`src/rtl/cart_mapper_pkg.sv`:
```
// ============================================================================
// cart_mapper_pkg : shared types and constants for the cartridge mapper
// Rev 1.0 - initial release
// ============================================================================
`default_nettype none

package cart_mapper_pkg;

  typedef enum logic [1:0] {
    IDLE = 2'd0,
    LOAD = 2'd1,
    SIZE = 2'd2,
    RUN  = 2'd3
  } cm_state_t;

  localparam logic [15:0] HOTSPOT_BASE   = 16'hFFC0;
  localparam int          MEGA_MIN_PAGES = 2;
  localparam logic [15:0] FIXED_BASE     = 16'h8000;
  localparam logic [15:0] BANK_BASE      = 16'hC000;

  function automatic logic is_hotspot(input logic [15:0] addr);
    return addr >= HOTSPOT_BASE;
  endfunction

endpackage

`default_nettype wire

```
`src/rtl/cart_mapper_edge_det.sv`:
```
// ============================================================================
// edge_det : registered rise/fall detector with async active-low reset
// Rev 1.0 - initial release
// ============================================================================
`default_nettype none

module edge_det (
  input  logic clk,
  input  logic rst_n,
  input  logic d,
  output logic rise,
  output logic fall
);

  logic d_q;
  logic armed;

  // armed stays low for the first cycle after reset so a level that is
  // already high at reset release is absorbed instead of reported as an edge
  always_ff @(posedge clk or negedge rst_n) begin
    if (!rst_n) begin
      d_q   <= 1'b0;
      armed <= 1'b0;
    end else begin
      d_q   <= d;
      armed <= 1'b1;
    end
  end

  assign rise = armed &  d & ~d_q;
  assign fall = armed & ~d &  d_q;

endmodule

`default_nettype wire

```
`src/rtl/cart_mapper.sv`:
```
// ============================================================================
// cart_mapper : console cartridge address -> SDRAM byte address, with
//               download size tracking and MegaCart bank switching
// Rev 1.0 - initial release
// ============================================================================
`default_nettype none

module cart_mapper
  import cart_mapper_pkg::*;
#(
  parameter int ADDR_W = 20,
  parameter int PAGE_W = ADDR_W - 14
) (
  input  logic              clk_i,
  input  logic              reset_n_i,
  input  logic              ioctl_download_i,
  input  logic              ioctl_wr_i,
  input  logic [24:0]       ioctl_addr_i,
  input  logic              sg1000_i,
  input  logic [15:0]       cart_a_i,
  input  logic              cart_rd_i,
  output logic [ADDR_W-1:0] cart_a_o,
  output logic              cart_rd_o,
  output logic [PAGE_W-1:0] cart_pages_o,
  output logic              megacart_o,
  output logic [PAGE_W-1:0] bank_o
);

  cm_state_t state;
  cm_state_t next_state;
  logic      enter_load;

  logic dl_rise;
  logic dl_fall;
  logic rd_rise;
  logic rd_fall;

  edge_det u_dl_det (
    .clk   (clk_i),
    .rst_n (reset_n_i),
    .d     (ioctl_download_i),
    .rise  (dl_rise),
    .fall  (dl_fall)
  );

  edge_det u_rd_det (
    .clk   (clk_i),
    .rst_n (reset_n_i),
    .d     (cart_rd_i),
    .rise  (rd_rise),
    .fall  (rd_fall)
  );

  always_ff @(posedge clk_i or negedge reset_n_i) begin
    if (!reset_n_i) begin
      state <= IDLE;
    end else begin
      state <= next_state;
    end
  end

  always_comb begin
    next_state = state;
    enter_load = 1'b0;
    case (state)
      IDLE: begin
        if (dl_rise) begin
          next_state = LOAD;
          enter_load = 1'b1;
        end
      end
      LOAD: begin
        if (dl_fall) begin
          next_state = SIZE;
        end
      end
      SIZE: begin
        next_state = RUN;
      end
      RUN: begin
        if (dl_rise) begin
          next_state = LOAD;
          enter_load = 1'b1;
        end
      end
      default: begin
        next_state = IDLE;
      end
    endcase
  end

  logic mega_detect;
  logic hotspot_hit;

  assign mega_detect = !sg1000_i && (cart_pages_o >= PAGE_W'(MEGA_MIN_PAGES));
  assign hotspot_hit = (state == RUN) && megacart_o && rd_rise && is_hotspot(cart_a_i);

  always_ff @(posedge clk_i or negedge reset_n_i) begin
    if (!reset_n_i) begin
      cart_pages_o <= '0;
      bank_o       <= '0;
      megacart_o   <= 1'b0;
    end else if (enter_load) begin
      cart_pages_o <= '0;
      bank_o       <= '0;
      megacart_o   <= 1'b0;
    end else begin
      // a write coinciding with the download falling edge still lands here,
      // because the state is still LOAD on that clock
      if ((state == LOAD) && ioctl_wr_i) begin
        cart_pages_o <= ioctl_addr_i[14 +: PAGE_W];
      end
      if (state == SIZE) begin
        megacart_o <= mega_detect;
        bank_o     <= '0;
      end
      // power-of-two images: masking with the last page index wraps the bank
      if (hotspot_hit) begin
        bank_o <= cart_a_i[PAGE_W-1:0] & cart_pages_o;
      end
    end
  end

  logic [ADDR_W-1:0] addr_map;

  always_comb begin
    addr_map = '0;
    if (sg1000_i) begin
      addr_map = ADDR_W'(cart_a_i);
    end else if (!megacart_o || (cart_a_i < FIXED_BASE)) begin
      addr_map = ADDR_W'(cart_a_i[14:0]);
    end else if (cart_a_i >= BANK_BASE) begin
      addr_map = {bank_o, cart_a_i[13:0]};
    end else begin
      addr_map = {cart_pages_o, cart_a_i[13:0]};
    end
  end

  // gating uses next_state so the registered strobe is low for every cycle
  // the mapper spends in LOAD or SIZE
  logic rd_gated;
  assign rd_gated = ((next_state == LOAD) || (next_state == SIZE)) ? 1'b0 : cart_rd_i;

  always_ff @(posedge clk_i or negedge reset_n_i) begin
    if (!reset_n_i) begin
      cart_a_o  <= '0;
      cart_rd_o <= 1'b0;
    end else begin
      cart_a_o  <= addr_map;
      cart_rd_o <= rd_gated;
    end
  end

  logic unused_ok;
  assign unused_ok = &{1'b0, rd_fall, ioctl_addr_i};

endmodule

`default_nettype wire

```
`config.mk`:
```
export PLATFORM = sky130hd
export DESIGN_NAME = cart_mapper
export DESIGN_NICKNAME = d
export VERILOG_FILES = /design/src/rtl/cart_mapper_pkg.sv /design/src/rtl/cart_mapper_edge_det.sv /design/src/rtl/cart_mapper.sv
export SDC_FILE = /design/constraint.sdc
export NUM_CORES = 1
export LEC_CHECK = 0
export CORE_UTILIZATION = 38
export CTS_CLUSTER_SIZE = 24
export DETAILED_ROUTE_END_ITERATION = 10
export PLACE_DENSITY = 0.78
export SLEW_MARGIN = 20
export SYNTH_ARGS = -nofsm -noshare
export SYNTH_HDL_FRONTEND = slang
export SYNTH_SLANG_ARGS = --single-unit
export TNS_END_PERCENT = 5
```
`constraint.sdc`:
```
create_clock -name clk_i -period 2.6 [get_ports clk_i]
set_clock_uncertainty 0.05 [all_clocks]
set_input_delay 0.52 -clock clk_i [delete_from_list [all_inputs] [get_ports clk_i]]
set_output_delay 0.52 -clock clk_i [all_outputs]
set_load 0.01 [all_outputs]
```
# Word level (Yosys, flattened, before mapping)

Index checks and enable logic that the tools add are counted.

Bits in registers: 39
Input port bits: 47
Output and inout port bits: 34
Logic and storage cells: 58

$lt $le $gt $ge: 4
Equal/unequal tests: 5
Multiplexer cells: 16
Bitwise gates (word level): 10
Reduce and logical (&&, ||, !) cells: 14

Operator list:

| kind                                                               | number |
|---|---|
| 2-to-1 mux 20 bit                                                  | 3 |
| greater-or-equal comparator 16 bit (second input constant)         | 2 |
| 2-to-1 mux 6 bit                                                   | 5 |
| < comparator 16 bit (second input constant)                        | 1 |
| AND 1 bit                                                          | 6 |
| AND 6 bit                                                          | 1 |
| equality test 2 bit (second input constant)                        | 3 |
| greater-or-equal comparator 6 x 2 -> 1 bit (second input constant) | 1 |
| case mux 2 bit (3 select lines)                                    | 1 |
| logical AND 1 bit                                                  | 5 |
| 2-to-1 mux 1 bit                                                   | 5 |
| equality test 2 x 1 -> 1 bit (second input constant)               | 2 |
| 2-to-1 mux 2 bit                                                   | 2 |
| nonzero test 2 bit                                                 | 2 |
| NOT 1 bit                                                          | 3 |
| nonzero test 3 bit                                                 | 1 |
| logical NOT 1 bit                                                  | 2 |
| logical NOT 2 bit                                                  | 1 |
| logical OR 1 bit                                                   | 2 |
| OR reduction 2 bit                                                 | 1 |

# Logic depth before layout (Yosys ltp)

Gate-level depths: netlist (run 1).

Depth after elaboration: 8
Mapped depth: 6
Mapped depth without buffers: 6

# By module

A second synthesis (run 1) with hierarchy kept.

Cell total of the unflattened synthesis: 130
Area, all modules: 1565.3 µm²

By module, submodules not included:

| module      | times used | cells each | area each (µm²) |
|---|---|---|---|
| cart_mapper | 1          | 120        | 1422.6 |
| edge_det    | 2          | 5          | 71.3 |

# Least setup slack after synthesis (run 1)

OpenSTA, ideal clock, no wires.

Path kind: register to register
Start point: register state[1]
End point: register cart_rd_o
Library setup time: 66 ps
Arrival time: 1824 ps
Data required time: 2484 ps
Path slack: 660 ps
Stages on the path, launching flop included: 7
Buffers on the path: 0
Clock period less this slack: 1940 ps
Cell sequence: dfrtp_1 inv_1 ha_1 mux2_4 a311o_1 or4b_1 nand2_1

Longest elaborated chain between the ends: 6

Ends and longest elaborated chain:

| element                                                             | line               | text |
|---|---|---|
| start: declaration                                                  | cart_mapper.sv:29  | `cm_state_t state;` |
| start signal: assignment                                            | cart_mapper.sv:58  | `state <= next_state;` |
| equality test 2 bit or logical NOT 2 bit (tied branches)            | cart_mapper.sv:65  | `case (state)` |
| OR reduction 2 bit (no line)                                        | --                 |  |
| case mux 2 bit (3 select lines) (*)                                 | cart_mapper.sv:65  |  |
| via next_state[1]                                                   | cart_mapper.sv:30  | `cm_state_t next_state;` |
| equality test 2 x 1 -> 1 bit or equality test 2 bit (tied branches) | cart_mapper.sv:142 | `assign rd_gated = ((next_state == LOAD) \|\| (next_state == SIZE)) ? 1'b0 : cart_rd_i;` |
| logical OR 1 bit (*)                                                | cart_mapper.sv:142 |  |
| 2-to-1 mux 1 bit (*)                                                | cart_mapper.sv:142 |  |
| via rd_gated                                                        | cart_mapper.sv:141 | `logic rd_gated;` |
| end signal: assignment                                              | cart_mapper.sv:150 | `cart_rd_o <= rd_gated;` |
| end: declaration                                                    | cart_mapper.sv:23  | `output logic cart_rd_o,` |

Mark *: on every way through the listed nets, which the timed path passes. The rest lies on a longest branch.
A chain may end at the register's enable or synchronous reset.

# Worst setup path in the final report (run 1)

Same ends and word-level chain as after synthesis.

==> impl_summary.txt, run 1 <==
----------------------------------------------------
[Clock network]
  Number of buffers inserted during clock tree synthesis ... 5
  Root Buffer ... sky130_fd_sc_hd__clkbuf_8
  Sinks on Clock Net ... 39
  CTS tree ... yes
  Clock transition at the registers of the reported paths ... approximately 0.080 ns
  Clk buf depth ... 2
  PostCTS Resize Cnt ... 0
  Total number of H-tree levels ... 2
  Count of hold-fix buffers inserted at cts ... 0
  Buffers inserted by post-CTS timing repair ... 0
  Clock latency on the worst-skew pair ... 0.29 ns

[STA]
  Tcrit/Tclk final ... 79.9%
  Worst slew pin tran ... 0.842 ns
  Normalized max-slew margin ... 43.9%
  Final Hold Vio Count ... 0
  Maximum achievable frequency ... between 400 and 500 MHz
  Final hold slack ... ~0.27 ns
  RSZ-0062 raised after global routing ... false
  Minimum period implied by the final worst setup slack ... 2.08 ns
  Min setup slack post-route ... between 0.5 and 0.6 ns
  Number of pins with negative max-slew slack in the final report ... 0
  Setup TNS ... 0 ns
  # setup viols final ... 0

[Placement]
  Routability cong. ... 0.733
  Worst slack at placement ... 0.368 ns
  Placed wire-length estimate after detailed placement ... approximately 2600 um
  IO Port Bufs ... 61

[Setup path]
  Critical path launch point type ... register
  Crit end category ... register
  Worst Path Class, Setup ... register to register
  CP cell instances ... inv_1 > ha_1 > mux2_4 > a311o_1 > or4b_1 > nand2_1
  Cell with the largest stage delay on the worst path ... sky130_fd_sc_hd__or4b_1
  Data required time of the worst path ... 2.78 ns
  Top cell family by delay on the critical path ... simple AND/OR/NAND/NOR gates
  Highest cell delay on the worst timing path ... between 0.4 and 0.5 ns
  Critical path peak fanout ... 5
  Data arrival time of the worst path ... between 2 and 2.5 ns
  Count of buffer and inverter cells on the critical path ... 1

[Route]
  Number of nets still failing antenna checks after routing ... 0
  Total length of routed wires ... roughly 3500 um
  Per-cell via count in the routed design ... 5.12
  Number of design rule violations left after detail routing ... 0
  Number of iterations in the first detailed-routing pass ... 4
  Detailed Route Iter0 Violations ... 93
  Vias ... 1194
  Routed wire per std cell ... 15.0 um

[Floorplan]
  Die outline area ... slightly above 4000 um2
  Height of the die ... 64.1 um
  Effective utilization at floorplan ... 39.8%
  Core Footprint ... 3690 um2
  Number of placement rows ... 22
  Die boundary width ... 64.1 um
  I/O pins ... 81

[Power and ir drop]
  Power density over the cells ... 860 nW/um2
  Static Leak ... ~0.98 nW
  Design Power ... 1.95 mW
  Largest vdd supply drop ... between 0.4 and 0.5 mV

[Logic synthesis]
  YS warnings ... 0
  Post-Synthesis Mean Instance Area ... 12.8 um2
  Unique masters post-synth ... 30
  Total standard cell area after synthesis ... 1470 um2
  Count of state elements after synthesis ... 39
  Total nets after synthesis ... about 170
  Post-synthesis sequential area ratio ... 66.6%
  Gate count after technology mapping ... roughly 120

[Run status]
  Outcome ... complete, no violations

[Global routing]
  Total global routing overflow ... 0
  Antenna violations before repair ... 0
  Global-route wire length before repair ... between 5000 and 6000 um
  Largest net degree at the start of global routing ... 40
  Number of global-route vias before repair ... roughly 1.2k
  GRT Overall Usage ... 18.5%

[Finish]
  Diodes inserted ... 0
  Fraction of final layout cells sized beyond drive strength 1 ... roughly 7.0%
  Final-stage net count ... 235
  Area added between synthesis and finish ... 54.4%

[Hold path]
  Class of the tightest hold or removal check ... input pin to asynchronous set/reset pin

[Run]
  Number of max-capacitance violations reported ... 0

----------------------------------------------------
==> worst paths after layout <==
| path | cells past startpoint | end | startpoint | slack [ns] |
|---|---|---|---|---|
| worst max-delay path | 6 | cart_rd_o | state[1] | 0.52 |
| worst min-delay path | 1 | cart_a_o[3] | reset_n_i | 0.27 |
| worst max register to register | 6 | cart_rd_o | state[1] | 0.52 |
| worst min register to register | 1 | bank_o[5] | bank_o[5] | 0.48 |
| max in group asynchronous | 1 | cart_pages_o[3] | reset_n_i | 1.69 |
| min in group clk_i | 1 | bank_o[5] | bank_o[5] | 0.48 |
==> through the flow <==
| step | utilization [%] | cell area [um2] | cells |
|---|---|---|---|
| after floorplan | - | 1470 | 115 |
| after global placement | 58.2 | 2150 | 225 |
| after detailed placement | 58.2 | 2150 | 225 |
| after CTS | 61.4 | 2260 | 233 |
| after global routing | 61.4 | 2260 | 233 |
| final | 61.4 | 2260 | 233 |
==> cell type report <==
cell class | instances | area, um2
Clock buffer | 6 | 82.6
Clock inverter | 2 | 35.0
Fill cell | 315 | 1430
Inverter | 4 | 15.0
Multi-Input combinational cell | 70 | 467
Sequential cell | 39 | 976
Tap cell | 48 | 60.1
Timing Repair Buffer | 64 | 628
==> cell usage after synthesis, drive strengths merged <==
cell | number | area (um2)
nand2 | 8 | 30.0
buf | 1 | 5.00
and4b | 1 | 10.0
a21oi | 9 | 45.0
dfrtp | 39 | 976
o211ai | 1 | 7.51
and2 | 1 | 6.26
a311o | 1 | 10.0
ha | 4 | 50.1
clkbuf | 1 | 3.75
nand4b | 2 | 17.5
mux2i | 4 | 40.0
o21ai | 3 | 15.0
inv | 4 | 15.0
nand4 | 2 | 12.5
mux2 | 2 | 26.3
nor4 | 1 | 6.26
nand2b | 1 | 6.26
nand3b | 2 | 15.0
or2 | 1 | 6.26
a211oi | 1 | 7.51
nor2 | 8 | 30.0
nor3 | 2 | 10.0
nor2b | 1 | 6.26
conb | 1 | 3.75
nand3 | 7 | 35.0
or4b | 1 | 10.0
a32o | 6 | 60.1
==> where the power goes <==
group,internal (mW),switching [mW],total (mW),leakage (nW)
clock network,0.310,0.206,0.516,0.0612
registers,0.702,0.101,0.802,0.489
logic,0.323,0.305,0.628,0.432
==> kinds of logic after synthesis <==
family | synth area share, %
DFF | 66.6
and+or+nand+nor | 13.7
AOI/OAI and AO/OA | 9.90
buffers and inverters | 1.62
muxes | 4.52
adders and majority gates | 3.41
other | 0.256
==> cell usage in the layout, fill, tap and decap left out, types with 2 or more instances in the layout <==
cell type	instances
sky130_fd_sc_hd__nand3b_1	2
sky130_fd_sc_hd__nand4_1	2
sky130_fd_sc_hd__inv_1	4
sky130_fd_sc_hd__clkdlybuf4s50_1	60
sky130_fd_sc_hd__clkbuf_8	6
sky130_fd_sc_hd__dfrtp_1	39
sky130_fd_sc_hd__nand3_1	7
sky130_fd_sc_hd__nand4b_1	2
sky130_fd_sc_hd__nor2_1	8
sky130_fd_sc_hd__buf_4	3
sky130_fd_sc_hd__nand2_1	8
sky130_fd_sc_hd__a21oi_1	9
sky130_fd_sc_hd__mux2i_1	4
sky130_fd_sc_hd__o21ai_1	2
sky130_fd_sc_hd__ha_1	4
sky130_fd_sc_hd__a32o_1	6
sky130_fd_sc_hd__nor3_1	2
==> registers in the layout, indices dropped and copies added (netlist names) <==
signal / cells
cart_pages_o: 6
cart_rd_o: 1
u_rd_det.armed: 1
state: 2
u_dl_det.d_q: 1
cart_a_o: 20
u_rd_det.d_q: 1
megacart_o: 1
bank_o: 6
==> per-layer routing <==
layer / wire length [um] / GRT usage, % / vias up
li1: - / - / 547
met1: 1340 / 19.8 / 597
met2: 1880 / 33.0 / 42
met3: 204 / 5.36 / 8
met4: 74 / 9.44 / 0
met5: 0 / 0 / -
No activity file was read; power rests on OpenSTA's default activity.
==> run 2: changes to the inputs <==
--- a/config.mk
+++ b/config.mk
@@ -5,10 +5,10 @@
 export SDC_FILE = /design/constraint.sdc
 export NUM_CORES = 1
 export LEC_CHECK = 0
-export CORE_UTILIZATION = 38
+export CORE_UTILIZATION = 34
 export CTS_CLUSTER_SIZE = 24
 export DETAILED_ROUTE_END_ITERATION = 10
-export PLACE_DENSITY = 0.78
+export PLACE_DENSITY = 0.74
 export SLEW_MARGIN = 20
 export SYNTH_ARGS = -nofsm -noshare
 export SYNTH_HDL_FRONTEND = slang
==> constraint.sdc (replaced) <==
create_clock -name clk_i -period 1.76 [get_ports clk_i]
set_clock_uncertainty 0.05 [all_clocks]
set_input_delay 0.352 -clock clk_i [delete_from_list [all_inputs] [get_ports clk_i]]
set_output_delay 0.352 -clock clk_i [all_outputs]
set_load 0.01 [all_outputs]
==> run 2 against run 1 <==
Against the previous run:
- the run now ends with negative setup slack left
- first-iteration DRC count shrank 59%
- via count is 1.3% higher
- sequential share of layout area down 2.2 points
- count of clock-buffer cells in the layout up 1
- sequential power up 48%
- sequential cell count is the same
- fmax up 11%
- power increased by 52%
- register-to-register slack worse by 0.63 ns
- cell count is 6.9% higher
- non-clock buffer count up 14
- largest cell class unchanged
- highest routed layer unchanged
==> impl_summary.txt, run 2 (synthesis results as in run 1) <==
----------------------------------------------------
[Run status]
  Outcome ... complete, but fails checks (was complete, no violations)
  Violations in the final reports ... negative setup slack

[Finish]
  Area added between synthesis and finish ... 62.9% (was 54.4%)
  Area taken by flip-flops and latches ... 977 um2 (was 976 um2)
  Largest registers ... cart_a_o: 20 flops, bank_o: 6 flops, cart_pages_o: 6 flops (unchanged)
  Final-stage net count ... 249 (was 235)
  Final Non-Filler Cells ... 249 (was 233)
  Area of all placed cells without fillers ... 2390 um2 (was 2260 um2)
  Leading cell types in the layout, fill and taps excluded ... 60 x sky130_fd_sc_hd__clkdlybuf4s50_1, 38 x sky130_fd_sc_hd__dfrtp_1, 16 x sky130_fd_sc_hd__buf_4 (was 60 x sky130_fd_sc_hd__clkdlybuf4s50_1, 39 x sky130_fd_sc_hd__dfrtp_1, 9 x sky130_fd_sc_hd__a21oi_1)
  Number of filler instances in the final layout ... 314 (was 315)
  Flip-flop count of the largest register after layout ... 20 (unchanged)
  Most flop-heavy register ... cart_a_o (unchanged)
  Fraction of final layout cells sized beyond drive strength 1 ... 16.6% (was 7.03%)
  Post-layout util ... 58.9% (was 61.4%)
  Most common cell after layout, fill and taps aside ... sky130_fd_sc_hd__clkdlybuf4s50_1 (unchanged)
  Diodes inserted ... 0 (unchanged)
  Multi-input logic area ... 494 um2 (was 467 um2)

[Global routing]
  Antenna violations before repair ... 0 (unchanged)
  GRT Overall Usage ... 16.3% (was 18.5%)
  Largest net degree at the start of global routing ... 17 (was 40)
  Global-route wire length before repair ... 5420 um (was 5560 um)
  Total global routing overflow ... 0 (unchanged)
  Number of global-route vias before repair ... 1204 (was 1187)

[Placement]
  Cells after DPL ... 236 (was 225)
  Placed Instance Area ... 2220 um2 (was 2150 um2)
  Placed wire-length estimate after detailed placement ... 2680 um (was 2560 um)
  IO Port Bufs ... 61 (unchanged)
  Worst slack at placement ... -0.394 ns (was 0.368 ns)
  Routability cong. ... 0.821 (was 0.733)

[STA]
  Final Hold Vio Count ... 0 (unchanged)
  Maximum achievable frequency ... 535 MHz (was 481 MHz)
  Final hold slack ... 0.446 ns (was 0.273 ns)
  # setup viols final ... 1 (was 0)
  Minimum period implied by the final worst setup slack ... 1.87 ns (was 2.08 ns)
  Tcrit/Tclk final ... 106% (was 79.9%)
  Min setup slack post-route ... -0.107 ns (was 0.522 ns)
  Number of pins with negative max-slew slack in the final report ... 0 (unchanged)
  RSZ-0062 raised after global routing ... true (was false)

[Route]
  Vias ... 1209 (was 1194)
  Per-cell via count in the routed design ... 4.86 (was 5.12)
  Number of design rule violations left after detail routing ... 0 (unchanged)
  Number of nets still failing antenna checks after routing ... 0 (unchanged)
  Number of iterations in the first detailed-routing pass ... 6 (was 4)
  Routed wire per std cell ... 13.8 um (was 15.0 um)
  Detailed Route Iter0 Violations ... 38 (was 93)
  Total length of routed wires ... 3430 um (was 3500 um)

[Setup path]
  Top cell family by delay on the critical path ... simple AND/OR/NAND/NOR gates (unchanged)
  Critical path peak fanout ... 3 (was 5)
  Data arrival time of the worst path ... 2.04 ns (was 2.26 ns)
  CP cell instances ... inv_2 > ha_4 > mux2_4 > a311o_1 > or4b_1 > nand2_1 (was inv_1 > ha_1 > mux2_4 > a311o_1 > or4b_1 > nand2_1)
  Data required time of the worst path ... 1.93 ns (was 2.78 ns)
  Critical path launch point type ... register (unchanged)
  Highest cell delay on the worst timing path ... 0.46 ns (was 0.48 ns)
  Crit end category ... register (unchanged)
  Count of buffer and inverter cells on the critical path ... 1 (unchanged)
  Cell with the largest stage delay on the worst path ... sky130_fd_sc_hd__or4b_1 (unchanged)
  Worst Path Class, Setup ... register to register (unchanged)

[Hold path]
  Class of the tightest hold or removal check ... input pin to asynchronous set/reset pin (unchanged)

[Run]
  Number of max-capacitance violations reported ... 0 (unchanged)

[Power and ir drop]
  Static Leak ... 1.04 nW (was 0.982 nW)
  Largest vdd supply drop ... 0.472 mV (was 0.467 mV)
  Power density over the cells ... 1240 nW/um2 (was 860 nW/um2)

[Floorplan]
  Die boundary width ... 67.7 um (was 64.1 um)
  Number of placement rows ... 23 (was 22)
  Height of the die ... 67.7 um (was 64.1 um)
  Core Footprint ... 4060 um2 (was 3690 um2)
  I/O pins ... 81 (unchanged)
  Die outline area ... 4580 um2 (was 4110 um2)
  Effective utilization at floorplan ... 36.1% (was 39.8%)

[Clock network]
  Root Buffer ... sky130_fd_sc_hd__clkbuf_8 (unchanged)
  Sinks on Clock Net ... 39 (unchanged)
  Number of buffers inserted during clock tree synthesis ... 5 (unchanged)
  Total number of H-tree levels ... 2 (unchanged)
  Clock latency on the worst-skew pair ... 0.29 ns (about the same)
  Clock transition at the registers of the reported paths ... 0.07 ns (was 0.08 ns)
  Clk buf depth ... 2 (unchanged)
  CTS tree ... yes (unchanged)

----------------------------------------------------
==> run 2: cell types whose count changed in the layout (fill, tap and decap cells not counted), sizes merged <==
| cell | before | now |
|---|---|---|
| clkinvlp | 0 | 1 |
| clkinv | 1 | 0 |
| buf | 4 | 17 |
| dlygate4sd3 | 0 | 1 |
| clkbuf | 6 | 7 |
| bufinv | 1 | 0 |
==> run 2: path summary, 6_finish.rpt <==
path / cells after the start / from / slack, ns / end
max: 6 / state[1] / -0.11 / cart_rd_o
min: 2 / reset_n_i / 0.45 / cart_a_o[0]
max reg2reg: 6 / state[1] / -0.11 / cart_rd_o
min reg2reg: 1 / bank_o[1] / 0.46 / bank_o[1]
max in group asynchronous: 3 / reset_n_i / 0.68 / cart_pages_o[4]
min in group clk_i: 1 / bank_o[1] / 0.46 / bank_o[1]
==> run 2: worst register-to-register path: stages, from the launching register on <==
cell,delay (ns)
sky130_fd_sc_hd__dfrtp_1,0.41
sky130_fd_sc_hd__inv_2,0.09
sky130_fd_sc_hd__ha_4,0.14
sky130_fd_sc_hd__mux2_4,0.30
sky130_fd_sc_hd__a311o_1,0.29
sky130_fd_sc_hd__or4b_1,0.46
sky130_fd_sc_hd__nand2_1,0.07
==> run 2: repair_timing <==
| item | in CTS | in global routing |
|---|---|---|
| pin swaps | 1 | 1 |
| hold endpoints to repair | 14 | 0 |
| hold buffers | 1 | 0 |
| resized for setup | 5 | 2 |
| buffers inserted | 3 | 1 |
| endpoints found under the setup margin | 7 | 7 |
==> run 2: power by group <==
group | switching, mW | leakage (nW) | total [mW] | internal (mW)
sequential | 0.150 | 0.488 | 1.19 | 1.04
combinational | 0.487 | 0.499 | 1.13 | 0.643
clock | 0.291 | 0.0505 | 0.647 | 0.356
total | 0.928 | 1.04 | 2.97 | 2.04
==> run 2: cell type report <==
type | count | share of cell area, %
Clock buffer | 7 | 4.03
Inverter | 4 | 0.629
Timing Repair Buffer | 78 | 30.8
Multi-Input combinational cell | 70 | 20.7
Clock inverter | 1 | 0.314
Tap cell | 50 | 2.62
Sequential cell | 39 | 40.9
==> run 2: metrics by stage <==
stage | total power, mW | TNS [ns]
finish | 2.97 | -0.107
floorplan | 1.64 | -0.115
CTS | 2.97 | -0.165
global placement | 2.17 | -1.64
detailed placement | 2.21 | -2.06
global route | 3.17 | -0.184
==> run 2: metal layers <==
layer | track usage (%) | routed length (um) | vias up
li1 | - | - | 578
met1 | 19.4 | 1380 | 582
met2 | 27.6 | 1770 | 42
met3 | 2.87 | 198 | 7
met4 | 9.04 | 76 | 0
met5 | 0 | 0 | -
